**src/rtl/instruction_fetch.sv**
```systemverilog
// Non-pipelined instruction fetch stage.
// Holds the PC, fetches one word at a time over a ready/valid memory
// handshake, latches it in the instruction register and keeps it there until
// the downstream datapath releases it. The next PC is then chosen from the
// jump, branch and zero decisions.
module instruction_fetch #(
  parameter int                  PC_WIDTH = 32,
  // Must be word aligned.
  parameter logic [PC_WIDTH-1:0] RESET_PC = '0
) (
  input  logic                clk,
  input  logic                rstN,
  output logic                imemReq,
  output logic [PC_WIDTH-1:0] imemAddr,
  input  logic                imemReady,
  input  logic [PC_WIDTH-1:0] imemData,
  input  logic                stall,
  input  logic                branch,
  input  logic                zero,
  input  logic                jump,
  input  logic [PC_WIDTH-1:0] branchOffset,
  input  logic [25:0]         jumpTarget,
  output logic [PC_WIDTH-1:0] instr,
  output logic                instrValid,
  output logic [5:0]          opCode,
  output logic [PC_WIDTH-1:0] pc,
  output logic [PC_WIDTH-1:0] pcPlus4
);

  // 6'h3F decodes to all-zero controls downstream, so it is a safe bubble.
  localparam logic [5:0] OP_BUBBLE = 6'h3F;

  typedef enum logic [1:0] {
    IDLE  = 2'd0,
    FETCH = 2'd1,
    HOLD  = 2'd2
  } state_t;

  state_t              state_q;
  logic [PC_WIDTH-1:0] pc_q;
  logic [PC_WIDTH-1:0] pc_d;
  logic [PC_WIDTH-1:0] instr_q;
  logic                instr_valid_q;
  logic                imem_req_q;

  logic [PC_WIDTH-1:0] pc_plus4;
  logic [PC_WIDTH-1:0] branch_target;
  logic [PC_WIDTH-1:0] jump_addr;

  assign pc_plus4      = pc_q + PC_WIDTH'(4);
  assign branch_target = pc_plus4 + (branchOffset << 2);
  // Region-relative jump: keep the top nibble of pc+4 (assumes PC_WIDTH > 28).
  assign jump_addr     = {pc_plus4[PC_WIDTH-1:28], jumpTarget, 2'b00};

  // Next-PC select: jump beats a taken branch, which beats sequential flow.
  always_comb begin
    pc_d = pc_plus4;
    if (jump) begin
      pc_d = jump_addr;
    end else if (branch && zero) begin
      pc_d = branch_target;
    end
  end

  // Fetch FSM with registered request, instruction register and PC.
  always_ff @(posedge clk or negedge rstN) begin
    if (!rstN) begin
      state_q       <= IDLE;
      pc_q          <= RESET_PC;
      instr_q       <= '0;
      instr_valid_q <= 1'b0;
      imem_req_q    <= 1'b0;
    end else begin
      case (state_q)
        IDLE: begin
          state_q    <= FETCH;
          imem_req_q <= 1'b1;
        end
        FETCH: begin
          // Request and address stay put until memory accepts.
          if (imemReady) begin
            instr_q       <= imemData;
            instr_valid_q <= 1'b1;
            imem_req_q    <= 1'b0;
            state_q       <= HOLD;
          end
        end
        HOLD: begin
          // Control inputs only matter on the cycle the instruction retires.
          if (!stall) begin
            pc_q          <= pc_d;
            instr_valid_q <= 1'b0;
            imem_req_q    <= 1'b1;
            state_q       <= FETCH;
          end
        end
        default: begin
          state_q    <= IDLE;
          imem_req_q <= 1'b0;
        end
      endcase
    end
  end

  assign imemReq    = imem_req_q;
  assign imemAddr   = {pc_q[PC_WIDTH-1:2], 2'b00};
  assign instr      = instr_q;
  assign instrValid = instr_valid_q;
  assign opCode     = instr_valid_q ? instr_q[PC_WIDTH-1:PC_WIDTH-6] : OP_BUBBLE;
  assign pc         = pc_q;
  assign pcPlus4    = pc_plus4;

endmodule

```
**config.mk**
```make
export PLATFORM = sky130hd
export DESIGN_NAME = instruction_fetch
export DESIGN_NICKNAME = d
export VERILOG_FILES = /design/src/rtl/instruction_fetch.sv
export SDC_FILE = /design/constraint.sdc
export NUM_CORES = 1
export LEC_CHECK = 0
export CAP_MARGIN = 20
export CORE_MARGIN = 2
export CORE_UTILIZATION = 27
export CTS_CLUSTER_SIZE = 10
export DETAILED_ROUTE_END_ITERATION = 12
export DONT_BUFFER_PORTS = 1
export SYNTH_ARGS = -nofsm -noshare
export SYNTH_HDL_FRONTEND = slang
export SYNTH_SLANG_ARGS = --single-unit
export TNS_END_PERCENT = 30
```
**constraint.sdc**
```tcl
create_clock -name clk -period 4.6 [get_ports clk]
set_input_delay 0.92 -clock clk [delete_from_list [all_inputs] [get_ports clk]]
set_output_delay 0.92 -clock clk [all_outputs]
set_load 0.005 [all_outputs]
```
==> results by group, run 1 <==
Run status
  – Status: finished, final reports clean

Timing
  – Final Max Tran Viols: 0
  – Setup ws final: between 0.4 and 0.5 ns
  – Relative slew slack: 0.2899
  – Setup TNS: 0 ns
  – Final setup vio count: 0
  – Tmin final: 4.189 ns
  – WHS: around 0.28 ns
  – Unrepaired setup endpoints after global routing: no
  – Peak Freq: around 0.24 GHz
  – Hold Vio Cnt, Final: 0
  – Final period utilization: 0.9106
  – Clk_skew: a little under 0.008 ns
  – Worst-margin pin slew: between 1 and 1.5 ns

Worst setup path
  – Worst-path fanout max: 6
  – Worst path bufs/invs: 0
  – Worst EP arrival: 4.42 ns
  – Slowest library cell on the worst path: dfrtp_1
  – CP max stage delay: ~0.46 ns
  – Required time of the worst setup path: slightly below 5 ns
  – Worst path cell trace: ha_1, nand4_1, nor2_1, nand2_1, xnor2_1, ha_1, and3_1, nand3_1, o211ai_1, nor2_2, o21ai_1, a221oi_2, nor4_1, or3_1, a221oi_2
  – CP Launch Type: register
  – Crit Path Class: register to register
  – Capturing element type of the critical path: register
  – Largest delay contributor family on the critical path: simple AND/OR/NAND/NOR gates

CTS
  – CTS clock-pin slew for the worst setup and hold paths: approximately 0.060 ns
  – Clock root buffer: clkbuf_16
  – Clock sink count: 65
  – Post-CTS Setup Repair Bufs: 0
  – Clock Latency Late Sink: around 0.33 ns
  – CTS max path bufs: 2
  – CTS buffer count: 9
  – CTS tree: yes
  – Hold buffers post-CTS: 0
  – CTS HTree Levels: 3
  – Post-cts gate resize count: 0

GRT
  – Pin count of the biggest net entering global routing: 66
  – GRT Util Overall: 0.1566
  – Vias in the first global route: between 4,000 and 5,000
  – Remaining Overflow, GRT: 0
  – First-pass GRT wire length: 26,170 um
  – Initial antenna violation count: 5

Logic synthesis
  – Syn Std Cell Area: about 0.0054 mm2
  – Number of flops mapped to enable cells by yosys: 0
  – Yosys warns: 0
  – Syn Area/Cell: 8.779 um2
  – Cells after Synth: between 600 and 700
  – Synth Flop Type: dfrtp_1
  – Flops & latches, synth: between 60 and 70
  – Number of distinct library cells after synthesis: 74
  – Synth async-reset ratio: 1.000
  – Sequential area share after synthesis: 0.3008

Cells and area
  – Multi-input logic area: between 0.003 and 0.004 mm2
  – Post-layout nets: just over 700
  – Final design utilization: 0.2951
  – Area Growth Syn to Fin: 6.918%
  – Reg area: between 0.0015 and 0.002 mm2
  – Layout cell share with drive strength beyond 1: 0.1455
  – Finished Cell Area: ~0.0058 mm2
  – Non-filler cells, final: about 860
  – Fillers: 2,087

Die
  – Core Area: 0.01959 mm2
  – Starting Density: 0.2760
  – Die H: 145.5 um
  – DIE AREA: approximately 0.021 mm2
  – Row cnt: between 50 and 60
  – Die width: about 150 um
  – Top-level port count: 233

Drt
  – Antenna viol nets, final: 0
  – WL final: roughly 17,000 um
  – Vias: 4,454
  – Drt drc: 0
  – Wire length per cell: a little under 20 um
  – Via density: around 5.2
  – 1st-pass router iterations: 4
  – DR iter-0 viols: 234

Pwr
  – Max IR drop VDD: around 0.15 mV
  – Leakage: roughly 2.4 nW
  – Final Total Pwr: roughly 3.9 mW
  – P per Cell Area: a little under 700 mW/mm2

Min path
  – Hold WC Path Type: input port to asynchronous set/reset pin

Placed design
  – HPWL Detailed: between 10,000 and 15,000 um
  – Worst slack, placed: roughly 0.46 ns
  – Area of placed instances: approximately 0.0055 mm2
  – Port bufs: 0
  – Placer Congestion: approximately 0.86
  – Dpl cells: 840

Flow run
  – Max-Cap Viols: 0
==> sequential cells by signal, summed over array words and instances (netlist names) <==
| signal | count |
|---|---|
| instr | 32 |
| imemReq | 1 |
| instrValid | 1 |
| pc | 30 |
| state_q | 1 |
==> path summary, 6_finish.rpt <==
| check | start | end | slack (ns) | cells past startpoint |
|---|---|---|---|---|
| worst max-delay path | pc[3] | pc[28] | 0.41 | 15 |
| worst min-delay path | rstN | instr[11] | 0.28 | 0 |
| worst max register to register | pc[3] | pc[28] | 0.41 | 15 |
| worst min register to register | instr[4] | instr[4] | 0.53 | 1 |
| max in group asynchronous | rstN | pc[11] | 4.21 | 0 |
| min in group clk | instr[4] | instr[4] | 0.53 | 1 |
==> worst register-to-register path, delay by kind of cell (launching register included) <==
kind / cells / cell delay [ns]
fa+ha+maj: 2 / 0.64
compound gates: 4 / 0.97
xor+xnor: 1 / 0.33
simple gates: 8 / 1.70
flops: 1 / 0.46
==> layout make-up <==
type	instances	share of cell area
tap	265	0.05735
sequential	65	0.2813
multi-input combinational	486	0.5875
clock buffer	9	0.03895
antenna	2	0.0008656
inverter	10	0.006492
timing repair buffer	14	0.01818
clock inverter	7	0.009305
==> cell families (layout without fill, tap and decap cells) <==
group,after synthesis,in the layout,share of synthesized area
AOI/OAI and AO/OA,156,156,0.1927
xor gates and xnor gates,46,46,0.07450
adders and majority gates,37,37,0.08700
buffers and inverters,70,40,0.07497
DFF,65,65,0.3008
muxes,36,36,0.07404
other,1,8,0.0006935
and+or+nand+nor,205,205,0.1953
==> layer usage <==
layer / share of wire / vias up / global-route usage
met2: 0.49 / 154 / 0.2709
met5: 0.00077 / - / 0
met1: 0.41 / 2142 / 0.1797
met4: 0.016 / 2 / 0.04608
met3: 0.086 / 18 / 0.06019
li1: - / 2138 / -
==> layout by cell type, fill, tap and decap left out, types with 7 or more instances in the layout <==
| master | instances |
|---|---|
| nand2_1 | 68 |
| buf_4 | 14 |
| clkbuf_16 | 9 |
| xnor2_1 | 31 |
| mux2_2 | 32 |
| or3_1 | 9 |
| nand3_1 | 21 |
| ha_1 | 36 |
| nor2_1 | 40 |
| nand4_1 | 9 |
| inv_1 | 9 |
| nor3_1 | 9 |
| dfrtp_1 | 65 |
| a21oi_1 | 34 |
| o21ai_0 | 40 |
| and3_1 | 7 |
| a21o_1 | 10 |
| nand2b_1 | 7 |
| o211ai_1 | 11 |
| xor2_1 | 15 |
==> cell usage after synthesis (3+ instances only) <==
master / instances / share of area
o21ai_0: 40 / 0.037
and3_1: 7 / 0.0081
o21bai_1: 5 / 0.0069
o211ai_1: 11 / 0.015
o21a_1: 4 / 0.0056
clkbuf_1: 21 / 0.015
nand2b_1: 7 / 0.0081
a21o_1: 10 / 0.014
buf_4: 36 / 0.050
inv_1: 9 / 0.0062
a211oi_1: 4 / 0.0056
mux2i_1: 4 / 0.0074
mux2_2: 32 / 0.067
nand4_1: 9 / 0.010
or3_1: 9 / 0.010
o22ai_1: 6 / 0.0069
nor2_1: 40 / 0.028
a31oi_1: 6 / 0.0069
nand2_1: 69 / 0.048
nand3_1: 21 / 0.019
nor3_1: 9 / 0.0083
nand3_2: 3 / 0.0056
nor2b_1: 6 / 0.0069
xor2_1: 15 / 0.024
and4_1: 3 / 0.0049
nor4_1: 3 / 0.0035
o21ai_1: 6 / 0.0056
xnor2_1: 31 / 0.050
dfrtp_1: 65 / 0.30
o221ai_1: 3 / 0.0049
ha_1: 36 / 0.083
a21oi_1: 34 / 0.031
==> power by group <==
part	internal, mW	switching [mW]
registers	0.843	0.410
clock network	0.369	0.286
logic	0.875	1.11
total	2.09	1.81
No activity file was read; power rests on OpenSTA's default activity.
==> run 2, diff against run 1 <==
--- a/config.mk
+++ b/config.mk
@@ -5,6 +5,7 @@
 export SDC_FILE = /design/constraint.sdc
 export NUM_CORES = 1
 export LEC_CHECK = 0
+export ABC_CLOCK_PERIOD_IN_PS = 4600
 export CAP_MARGIN = 20
 export CORE_MARGIN = 2
 export CORE_UTILIZATION = 27
==> results of run 2 <==
Final layout, timing and power as in run 1 (identical DEF).
==> run 3, diff against run 2 <==
--- a/config.mk
+++ b/config.mk
@@ -8,10 +8,11 @@
 export ABC_CLOCK_PERIOD_IN_PS = 4600
 export CAP_MARGIN = 20
 export CORE_MARGIN = 2
-export CORE_UTILIZATION = 27
+export CORE_UTILIZATION = 55
 export CTS_CLUSTER_SIZE = 10
 export DETAILED_ROUTE_END_ITERATION = 12
 export DONT_BUFFER_PORTS = 1
+export PLACE_DENSITY = 0.75
 export SYNTH_ARGS = -nofsm -noshare
 export SYNTH_HDL_FRONTEND = slang
 export SYNTH_SLANG_ARGS = --single-unit
==> run 3 against run 2 <==
Effect of this change:
- routed wire length fell by 12%
- cell count fell by 16%
- die area fell by 50%
- global-route usage rose by 11 points
- register-to-register slack improved by 0.05 ns
- via count rose by 1.5%
- count of clock-buffer cells in the layout did not move
- first-iteration DRC count fell by 26%
- setup slack improved by 0.049 ns
- non-clock buffer count fell by 7
- critical endpoint is now pc[29]
- sequential power barely moved
- flip-flop and latch count did not move
==> results by group, run 3 (synthesis gave the netlist of run 1 again) <==
Run status
  – Status: finished, final reports clean (unchanged)

CTS
  – CTS max path bufs: 2 (unchanged)
  – Post-CTS Setup Repair Bufs: 0 (unchanged)
  – CTS clock-pin slew for the worst setup and hold paths: 0.08 ns (was 0.06 ns)
  – Clock sink count: 65 (unchanged)
  – CTS tree: yes (unchanged)
  – Clock root buffer: clkbuf_8 (was clkbuf_16)
  – Clock Latency Late Sink: 0.35 ns (was 0.33 ns)
  – Hold buffers post-CTS: 0 (unchanged)
  – CTS HTree Levels: 3 (unchanged)
  – Post-cts gate resize count: 0 (unchanged)
  – CTS buffer count: 9 (unchanged)

Cells and area
  – Area Growth Syn to Fin: 1.365% (was 6.918%)
  – Layout cell share with drive strength beyond 1: 0.1353 (was 0.1455)
  – Most frequent cells in the layout: nand2_1, dfrtp_1, nor2_1, o21ai_0, ha_1 (unchanged)
  – Ant. Diodes: 0 (was 2)
  – Largest register FFs: 32 (unchanged)
  – Fillers: 894 (was 2,087)
  – Leading cell type in the layout, fill and taps excluded: nand2_1 (unchanged)
  – Non-filler cells, final: 717 (was 858)
  – Final design utilization: 0.5687 (was 0.2951)
  – Post-layout nets: 713 (was 720)

Drt
  – WL final: 14,800 um (was 16,830 um)
  – 1st-pass router iterations: 5 (was 4)
  – Vias: 4,520 (was 4,454)
  – Via density: 6.304 (was 5.191)
  – Antenna viol nets, final: 0 (unchanged)
  – Drt drc: 0 (unchanged)
  – Wire length per cell: 20.65 um (was 19.61 um)
  – DR iter-0 viols: 173 (was 234)

GRT
  – Pin count of the biggest net entering global routing: 66 (unchanged)
  – First-pass GRT wire length: 21,970 um (was 26,170 um)
  – Remaining Overflow, GRT: 0 (unchanged)
  – GRT Util Overall: 0.2684 (was 0.1566)
  – Initial antenna violation count: 0 (was 5)
  – Vias in the first global route: 4,258 (was 4,517)

Timing
  – Hold Vio Cnt, Final: 0 (unchanged)
  – Final period utilization: 0.8999 (was 0.9106)
  – Clk_skew: 0.007189 ns (was 0.007901 ns)
  – Setup ws final: 0.4603 ns (was 0.4110 ns)
  – Final Max Tran Viols: 0 (unchanged)
  – Setup TNS: 0 ns (unchanged)
  – Final setup vio count: 0 (unchanged)
  – Tmin final: 4.140 ns (was 4.189 ns)
  – WHS: 0.2524 ns (was 0.2833 ns)
  – Relative slew slack: 0.3321 (was 0.2899)
  – Worst-margin pin slew: 0.9983 ns (was 1.061 ns)
  – Peak Freq: 0.2416 GHz (was 0.2387 GHz)
  – Unrepaired setup endpoints after global routing: no (unchanged)

Placed design
  – HPWL Detailed: 11,230 um (was 13,170 um)
  – Worst slack, placed: 0.5264 ns (was 0.4649 ns)
  – Dpl cells: 701 (was 840)
  – Placer Congestion: 0.9613 (was 0.8578)
  – Port bufs: 0 (unchanged)

Die
  – Starting Density: 0.5610 (was 0.2760)
  – Die width: 103.2 um (was 145.5 um)
  – Core Area: 0.009639 mm2 (was 0.01959 mm2)
  – Row cnt: 36 (was 51)
  – Top-level port count: 233 (unchanged)
  – DIE AREA: 0.01064 mm2 (was 0.02118 mm2)
  – Die H: 103.2 um (was 145.5 um)

Worst setup path
  – CP Launch Type: register (unchanged)
  – Register-to-register setup slack: 0.46 ns (was 0.41 ns)
  – Worst EP arrival: 4.42 ns (about the same)
  – Worst path cell trace: ha_1, nand4_1, nor3_4, nand3_1, xnor2_1, ha_1, a21o_1, a21o_1, a21oi_2, nand2_1, o21ai_4, o31ai_2, or4b_4, and3_1, nor3_1 (was ha_1, nand4_1, nor2_1, nand2_1, xnor2_1, ha_1, and3_1, nand3_1, o211ai_1, nor2_2, o21ai_1, a221oi_2, nor4_1, or3_1, a221oi_2)
  – Crit Path Class: register to register (unchanged)
  – Capturing element type of the critical path: register (unchanged)
  – Required time of the worst setup path: 4.88 ns (was 4.84 ns)
  – Slowest library cell on the worst path: or4b_4 (was dfrtp_1)
  – Worst-path fanout max: 7 (was 6)
  – CP max stage delay: 0.53 ns (was 0.46 ns)

Pwr
  – P per Cell Area: 675.5 mW/mm2 (was 673.9 mW/mm2)
  – Max IR drop VDD: 0.2867 mV (was 0.1532 mV)
  – Leakage: 2.303 nW (was 2.365 nW)

Flow run
  – Max-Cap Viols: 0 (unchanged)

Min path
  – Hold WC Path Type: input port to asynchronous set/reset pin (unchanged)
-- run 3: where the power goes --
part | internal, mW | total [mW] | switching, mW
registers | 0.841 | 1.27 | 0.426
logic | 0.843 | 1.92 | 1.08
clock network | 0.256 | 0.513 | 0.257
-- run 3: final timing paths --
path,startpoint,end,cells past startpoint
setup reg to reg,pc[2],pc[29],15
min in group clk,instr[5],instr[5],1
hold reg to reg,instr[5],instr[5],1
max in group asynchronous,rstN,instr[4],0
setup / recovery,pc[2],pc[29],15
hold / removal,rstN,pc[8],0
-- run 3: layout make-up --
class / count / area (um2) / area share
multi-input cells: 486 / 3397 / 0.6197
flip-flops and latches: 65 / 1627 / 0.2967
well taps: 133 / 166.4 / 0.03036
inverters: 10 / 37.54 / 0.006848
clock buffers: 9 / 123.9 / 0.02260
clock inverters: 7 / 77.57 / 0.01415
repair buffers: 7 / 52.55 / 0.009587
-- run 3: critical path: cells and delay by family (launching register included) --
kind            cells  cell delay (ns)
simple gates        7             1.75
xor+xnor            1             0.32
fa+ha+maj           2             0.65
compound gates      5             0.83
flops               1             0.50
-- run 3: through the flow --
| step | cell area [um2] | total power, mW |
|---|---|---|
| after floorplan | 5426 | 2.865 |
| after global placement | 5280 | 3.095 |
| after detailed placement | 5280 | 3.173 |
| after CTS | 5482 | 3.695 |
| after global routing | 5482 | 4.010 |
| final | 5482 | 3.703 |
-- run 3: metal layers --
metal | part of all wire | GRT usage
met5 | 0 | 0
met1 | 0.42 | 0.3364
met2 | 0.48 | 0.4461
met4 | 0.019 | 0.09717
met3 | 0.080 | 0.07051
